$ cat src/rtl/audio_pkg.sv
// Shared audio definitions: envelope state encoding and the unsigned-sample midpoint.
package audio_pkg;

  typedef enum logic [2:0] {
    ENV_IDLE    = 3'd0,
    ENV_ATTACK  = 3'd1,
    ENV_DECAY   = 3'd2,
    ENV_SUSTAIN = 3'd3,
    ENV_RELEASE = 3'd4
  } env_state_t;

  // Zero point of an unsigned, midpoint-centred sample of the given width.
  function automatic int midpoint(input int bitdepth);
    return (1 << (bitdepth - 1)) - 1;
  endfunction

endpackage

$ cat src/rtl/envelope_vca.sv
// Two-stage VCA: recentre and capture the level, then multiply, rescale, recentre and saturate.
module envelope_vca
  import audio_pkg::*;
#(
  parameter int BITDEPTH = 14,
  parameter int ENVDEPTH = 12
) (
  input  logic                clk,
  input  logic                rst,
  input  logic [BITDEPTH-1:0] sample_in,
  input  logic [ENVDEPTH-1:0] level,
  output logic [BITDEPTH-1:0] sample_out
);

  localparam int PW  = BITDEPTH + ENVDEPTH + 2;
  localparam int MID = midpoint(BITDEPTH);
  localparam logic signed [PW-1:0] OUT_MAX = PW'((1 << BITDEPTH) - 1);

  logic signed [BITDEPTH:0] s_r;
  logic [ENVDEPTH-1:0]      e_r;
  logic signed [PW-1:0]     s_ext, e_ext, prod, shifted, sum;
  logic [BITDEPTH-1:0]      sat_out;

  always_comb begin
    s_ext   = PW'(s_r);
    e_ext   = PW'($signed({1'b0, e_r}));
    prod    = s_ext * e_ext;
    // Arithmetic shift floors toward -inf, so negative swings land one LSB lower.
    shifted = prod >>> ENVDEPTH;
    sum     = shifted + PW'(MID);
    if (sum[PW-1]) begin
      sat_out = '0;
    end else if (sum > OUT_MAX) begin
      sat_out = OUT_MAX[BITDEPTH-1:0];
    end else begin
      sat_out = sum[BITDEPTH-1:0];
    end
  end

  always_ff @(posedge clk) begin
    if (rst) begin
      s_r        <= '0;
      e_r        <= '0;
      sample_out <= BITDEPTH'(MID);
    end else begin
      s_r        <= $signed({1'b0, sample_in}) - (BITDEPTH + 1)'(MID);
      e_r        <= level;
      sample_out <= sat_out;
    end
  end

endmodule

$ cat src/rtl/envelope_adsr.sv
// ADSR envelope generator with gate edge detection, driving the envelope_vca stage.
module envelope_adsr
  import audio_pkg::*;
#(
  parameter int BITDEPTH = 14,
  parameter int ENVDEPTH = 12
) (
  input  logic                sample_clock,
  input  logic                rst,
  input  logic                gate,
  input  logic [7:0]          attack_step,
  input  logic [7:0]          decay_step,
  input  logic [7:0]          sustain_level,
  input  logic [7:0]          release_step,
  input  logic [BITDEPTH-1:0] sample_in,
  output logic [BITDEPTH-1:0] sample_out,
  output logic [ENVDEPTH-1:0] level,
  output logic [2:0]          env_state
);

  localparam int AW = ENVDEPTH + 1;
  localparam logic [AW-1:0] ENVMAX = AW'((1 << ENVDEPTH) - 1);

  env_state_t          state_q, state_d;
  logic [ENVDEPTH-1:0] level_q, level_d;
  logic                gate_d;
  logic                rise, fall;
  // One extra bit of headroom so sums and compares never wrap.
  logic [AW-1:0]       lvl, sus, a, d, r;

  assign rise = gate & ~gate_d;
  assign fall = ~gate & gate_d;

  always_comb begin
    lvl     = {1'b0, level_q};
    sus     = AW'(sustain_level) << (ENVDEPTH - 8);
    a       = AW'(attack_step);
    d       = AW'(decay_step);
    r       = AW'(release_step);
    state_d = state_q;
    level_d = level_q;
    // Gate edges only change state; level keeps its value so retriggers do not click.
    if (rise) begin
      state_d = ENV_ATTACK;
    end else if (fall) begin
      state_d = ENV_RELEASE;
    end else begin
      case (state_q)
        ENV_IDLE: level_d = '0;
        ENV_ATTACK: begin
          if (attack_step == 8'd0 || lvl + a >= ENVMAX) begin
            level_d = ENVMAX[ENVDEPTH-1:0];
            state_d = ENV_DECAY;
          end else begin
            level_d = ENVDEPTH'(lvl + a);
          end
        end
        ENV_DECAY: begin
          if (decay_step == 8'd0 || lvl <= sus + d) begin
            level_d = sus[ENVDEPTH-1:0];
            state_d = ENV_SUSTAIN;
          end else begin
            level_d = ENVDEPTH'(lvl - d);
          end
        end
        ENV_SUSTAIN: level_d = sus[ENVDEPTH-1:0];
        ENV_RELEASE: begin
          if (release_step == 8'd0 || lvl <= r) begin
            level_d = '0;
            state_d = ENV_IDLE;
          end else begin
            level_d = ENVDEPTH'(lvl - r);
          end
        end
        default: begin
          level_d = '0;
          state_d = ENV_IDLE;
        end
      endcase
    end
  end

  always_ff @(posedge sample_clock) begin
    if (rst) begin
      state_q <= ENV_IDLE;
      level_q <= '0;
      gate_d  <= 1'b0;
    end else begin
      state_q <= state_d;
      level_q <= level_d;
      gate_d  <= gate;
    end
  end

  assign level     = level_q;
  assign env_state = state_q;

  envelope_vca #(
    .BITDEPTH(BITDEPTH),
    .ENVDEPTH(ENVDEPTH)
  ) u_vca (
    .clk       (sample_clock),
    .rst       (rst),
    .sample_in (sample_in),
    .level     (level_q),
    .sample_out(sample_out)
  );

endmodule

$ cat config.mk
export PLATFORM = sky130hd
export DESIGN_NAME = envelope_adsr
export DESIGN_NICKNAME = d
export VERILOG_FILES = /design/src/rtl/audio_pkg.sv /design/src/rtl/envelope_vca.sv /design/src/rtl/envelope_adsr.sv
export SDC_FILE = /design/constraint.sdc
export NUM_CORES = 1
export LEC_CHECK = 0
export ABC_AREA = 1
export CAP_MARGIN = 20
export CORE_AREA = 5 5 107 209
export DETAILED_ROUTE_END_ITERATION = 6
export DIE_AREA = 0 0 112 214
export DONT_BUFFER_PORTS = 1
export PLACE_DENSITY = 0.73
export SYNTH_ARGS = -nofsm -noshare
export SYNTH_HDL_FRONTEND = slang
export SYNTH_SLANG_ARGS = --single-unit
$ cat constraint.sdc
create_clock -name sample_clock -period 14.95 [get_ports sample_clock]
set_clock_uncertainty 0.05 [all_clocks]
set_input_delay 1.495 -clock sample_clock [delete_from_list [all_inputs] [get_ports sample_clock]]
set_output_delay 1.495 -clock sample_clock [all_outputs]
set_load 0.03 [all_outputs]
==> summary by stage <==
Power
Combinational logic burns 23.8% of the power. The internal power is 324 µW. In this run, the clock network consumes 38.5% of the power. Dividing total power by cell area gives a power density of 42.0 nW/µm².

Power comes to 517 µW. The worst supply voltage drop on vdd is 0.0000493 V. Per report_power, the sequential group accounts for 37.8% of the total. The switching part of the total power is 37.3%.

The net load switching power is 193 µW. The standby leakage power is 0.00736 µW.

Clocking
After clock tree synthesis, the clock-pin slew on the worst setup and hold paths is 60 ps. CTS saw 57 sinks. The number of CTS-inserted buffers is 9. The H-tree was split into 3 levels. The count of hold-fix buffers inserted at cts is 0. The root buffer cell is sky130_fd_sc_hd__clkbuf_16. In this run, post-CTS repair resized a total of 0 instances. Once the clock tree was built, the setup fixing pass inserted 0 buffers. The CTS tree is yes. The insertion delay of the later-clocked pin in the worst-skew pair is 340 ps. The clock passes through at most 2 buffers.

STA
Setup repair after global routing left no endpoint under its margin. Timing would allow up to 148 MHz. The final critical path takes up 45.2% of the cycle. After routing, the total negative slack on setup checks comes to 0 ps. For the pin with the worst max-slew slack, the measured transition is 873 ps. The tightest hold margin is 623 ps. The number of max-slew violations in the final report is 0.

The setup-violating endpoint count in the final report is 0. Subtracting the final worst setup slack from the clock period gives 6760 ps. The number of hold-slack violations in the final timing report is 0.

The worst pin sits at a relative slew slack of 41.4%.

GRT
The number of antenna violations at the first check in global routing was 0. Global routing finished with a remaining overflow of 0. The first-pass GRT wire length is 56.8 mm. The total routing usage reported by global routing is 30.0%. The largest net degree at the start of global routing is 24. The number of global-route vias before repair is 11,500.

Layout
Once layout is complete, the utilization of the core stands at 60.2%. The combined flip-flop and latch cell area is 1140 µm². The total number of nets in the final design is 2,011. The layout has 1,977 filler cells. The multi-input combinational cell area is 8910 µm². The number of antenna diodes in the final layout is 0. The most common cell after layout, fill and taps aside is sky130_fd_sc_hd__nand2_1. After routing the design area is 12,300 µm². From synthesis to final layout, the design area changed by 3.96%. The proportion of layout cells with a drive suffix above 1 is 3.36%. The library cells used most frequently in the layout, excluding fill and tap cells, are sky130_fd_sc_hd__nand2_1 (491), sky130_fd_sc_hd__inv_1 (425), sky130_fd_sc_hd__fa_1 (171).

Synth
Summing the sequential cell areas from Yosys gives 9.64% of the chip area. The count of yosys warnings during synthesis is 0. The post-synthesis cell type count is 45. The synthesized netlist devotes 6.57% of its cell area to compound gates.

The combinational family with the most area after synthesis is adder cells. The synthesized flop and latch total is 57. Sorting the synthesized cells by area gives the leading types as sky130_fd_sc_hd__fa_1 (29%), sky130_fd_sc_hd__nand2_1 (16%), sky130_fd_sc_hd__inv_1 (13%). After technology mapping, the gate count stands at 1,715.

The fraction of post-synthesis cell area in the top cell type by area is 28.9%. The cell accounting for the most synthesized area is sky130_fd_sc_hd__fa_1. Counting every net in the synthesized netlist gives 2,036.

The synthesized netlist devotes 3.39% of its cell area to XOR and XNOR gates. The mapped netlist covers 11,800 µm². The number of enable flip-flop cells after synthesis is 0. The post-synthesis mux area share is 0%. The predominant post-synthesis flop cell is sky130_fd_sc_hd__dfxtp_1. The synthesized netlist devotes 25.7% of its cell area to simple gates. The adder and majority cell fraction of the synthesized area is 39.6%. Of all flip-flops after synthesis, the portion carrying an async set or reset was 0%.

Each instance of the synthesized netlist takes up on average 6.91 µm².

Route
After detailed routing, the number of remaining DRC violations is 0. The violation count after the first detailed-route iteration is 409. The total wirelength of the detailed-routed design is 34.9 mm. The routed layout has 10,700 vias. The first detailed-routing pass took 5 iterations. Using the TritonRoute via totals, the vias-per-cell ratio works out to 5.45.

Once detail routing completed, the nets flagged for antenna violations numbered 0. Dividing the detail-routed wire length by the instance count gives 17.8 µm.

Job
The max-capacitance violation count is 0.

Critical path
The critical path is of the flip-flop to flip-flop type. STA puts the critical path data arrival time at 6930 ps. The required time at the endpoint of the critical path is 15,120 ps.

The endpoint class of the critical path is a flip-flop. The type of origin of the critical path is a flip-flop. The maximum fanout along the worst path is 15.

Placed design
At the end of routability-driven placement, the weighted congestion stood at 0.982. The post-detailed-placement cell area is 12,000 µm². After legalization and detailed placement, the total HPWL measured 29.8 mm. Port buffering added 0 buffers.

Die
The I/O pin count is 78. The number of placement rows is 74. Once the floorplan was initialized, standard cells occupied 57.9% of the core.

The region available for standard cell placement spans 20,500 µm². The area of the die is 24,000 µm². The width of the chip is 112 µm. The height of the chip is 214 µm.

Min path
The classification of the worst-slack hold path is flip-flop to flip-flop.

Outcome
The run finished with clean final reports.
## final timing paths
check / slack (ps) / cells after the start / start / endpoint
max: 8190 / 25 / u_vca.e_r[2]$_SDFF_PP0_ / u_vca.sample_out[4]$_SDFF_PP1_
min: 620 / 3 / level[4]$_SDFFE_PP0P_ / u_vca.e_r[4]$_SDFF_PP0_
max reg2reg: 8190 / 25 / u_vca.e_r[2]$_SDFF_PP0_ / u_vca.sample_out[4]$_SDFF_PP1_
min reg2reg: 620 / 3 / level[4]$_SDFFE_PP0P_ / u_vca.e_r[4]$_SDFF_PP0_
## power by group through the flow
stage	Sequential [µW]	Clock, µW	Combinational (µW)
floorplan	183	0	101
global placement	198	0	121
detailed placement	198	0	122
CTS	195	198	123
global route	196	205	140
finish	195	199	123
## flip-flops by register name (all words and copies together), names as in the netlist
register,flops
env_state,3
gate_d,1
u_vca.sample_out,14
u_vca.s_r,15
level,12
u_vca.e_r,12
## per-stage QoR
step | instances | worst slack (ps)
CTS | 1961 | 8190
detailed placement | 1945 | 8220
finish | 1961 | 8190
global route | 1961 | 7650
global placement | 1945 | 8240
floorplan | 1715 | 9190
## cell families after synthesis
group,Yosys count
and+or+nand+nor,734
xor gates and xnor gates,45
DFF,57
buffers and inverters,471
AOI/OAI and AO/OA,136
adders and majority gates,272
## per-layer routing
metal	track usage [%]	routed length [µm]	up-vias
met4	23.6	3370	0
met5	0	0	-
met3	4.15	1630	173
li1	-	-	5063
met1	25.7	10200	5078
met2	59.3	19700	376
## Yosys cell counts, types with 2 or more instances
cell                       count
sky130_fd_sc_hd__a21oi_2       2
sky130_fd_sc_hd__nand2_2       8
sky130_fd_sc_hd__fa_1        171
sky130_fd_sc_hd__nor2_1       95
sky130_fd_sc_hd__inv_1       425
sky130_fd_sc_hd__o22ai_1       3
sky130_fd_sc_hd__buf_2         2
sky130_fd_sc_hd__or2_2         3
sky130_fd_sc_hd__nand4_1      16
sky130_fd_sc_hd__dfxtp_1      57
sky130_fd_sc_hd__a21oi_1      65
sky130_fd_sc_hd__o21ai_0      36
sky130_fd_sc_hd__nand3_1      75
sky130_fd_sc_hd__a31oi_1       2
sky130_fd_sc_hd__inv_2         5
sky130_fd_sc_hd__o211ai_1      4
sky130_fd_sc_hd__buf_6         2
sky130_fd_sc_hd__nor4_1        7
sky130_fd_sc_hd__nor3_1       16
sky130_fd_sc_hd__nand3b_1      3
sky130_fd_sc_hd__a22oi_1       3
sky130_fd_sc_hd__a21boi_0      5
sky130_fd_sc_hd__xor2_1       22
sky130_fd_sc_hd__ha_1        101
sky130_fd_sc_hd__clkbuf_1     36
sky130_fd_sc_hd__nand3_2       4
sky130_fd_sc_hd__a211oi_1      3
sky130_fd_sc_hd__nand2_1     491
sky130_fd_sc_hd__o21bai_1      5
sky130_fd_sc_hd__nor2_2       10
sky130_fd_sc_hd__o21a_1        3
sky130_fd_sc_hd__xnor2_1      22
## area by class of cell
cell class,count,area share [%]
clock buffer,11,1.97
tap,266,2.70
clock inverter,5,0.254
multi-input combinational,1187,72.4
sequential,57,9.27
timing repair buffer,5,0.305
inverter,430,13.1
## worst max-delay path, stage by stage (launching register included)
cell and delay [ps]:
sky130_fd_sc_hd__dfxtp_1 540, sky130_fd_sc_hd__nand2_1 160, sky130_fd_sc_hd__inv_1 90, sky130_fd_sc_hd__fa_1 570
sky130_fd_sc_hd__inv_1 80, sky130_fd_sc_hd__fa_1 790, sky130_fd_sc_hd__inv_1 240, sky130_fd_sc_hd__fa_1 560
sky130_fd_sc_hd__fa_1 450, sky130_fd_sc_hd__fa_1 510, sky130_fd_sc_hd__ha_1 450, sky130_fd_sc_hd__nand2_1 190
sky130_fd_sc_hd__nor2_1 230, sky130_fd_sc_hd__nand2_1 110, sky130_fd_sc_hd__nor4_1 170, sky130_fd_sc_hd__nand2_1 150
sky130_fd_sc_hd__nand3_1 110, sky130_fd_sc_hd__nand2_1 120, sky130_fd_sc_hd__nand2_1 130, sky130_fd_sc_hd__nor2_1 70
sky130_fd_sc_hd__a21oi_1 140, sky130_fd_sc_hd__nand2_1 120, sky130_fd_sc_hd__a21oi_4 340, sky130_fd_sc_hd__nand3_1 120
sky130_fd_sc_hd__nand2_1 80, sky130_fd_sc_hd__nand2_1 50
No activity file was read; power rests on OpenSTA's default activity.
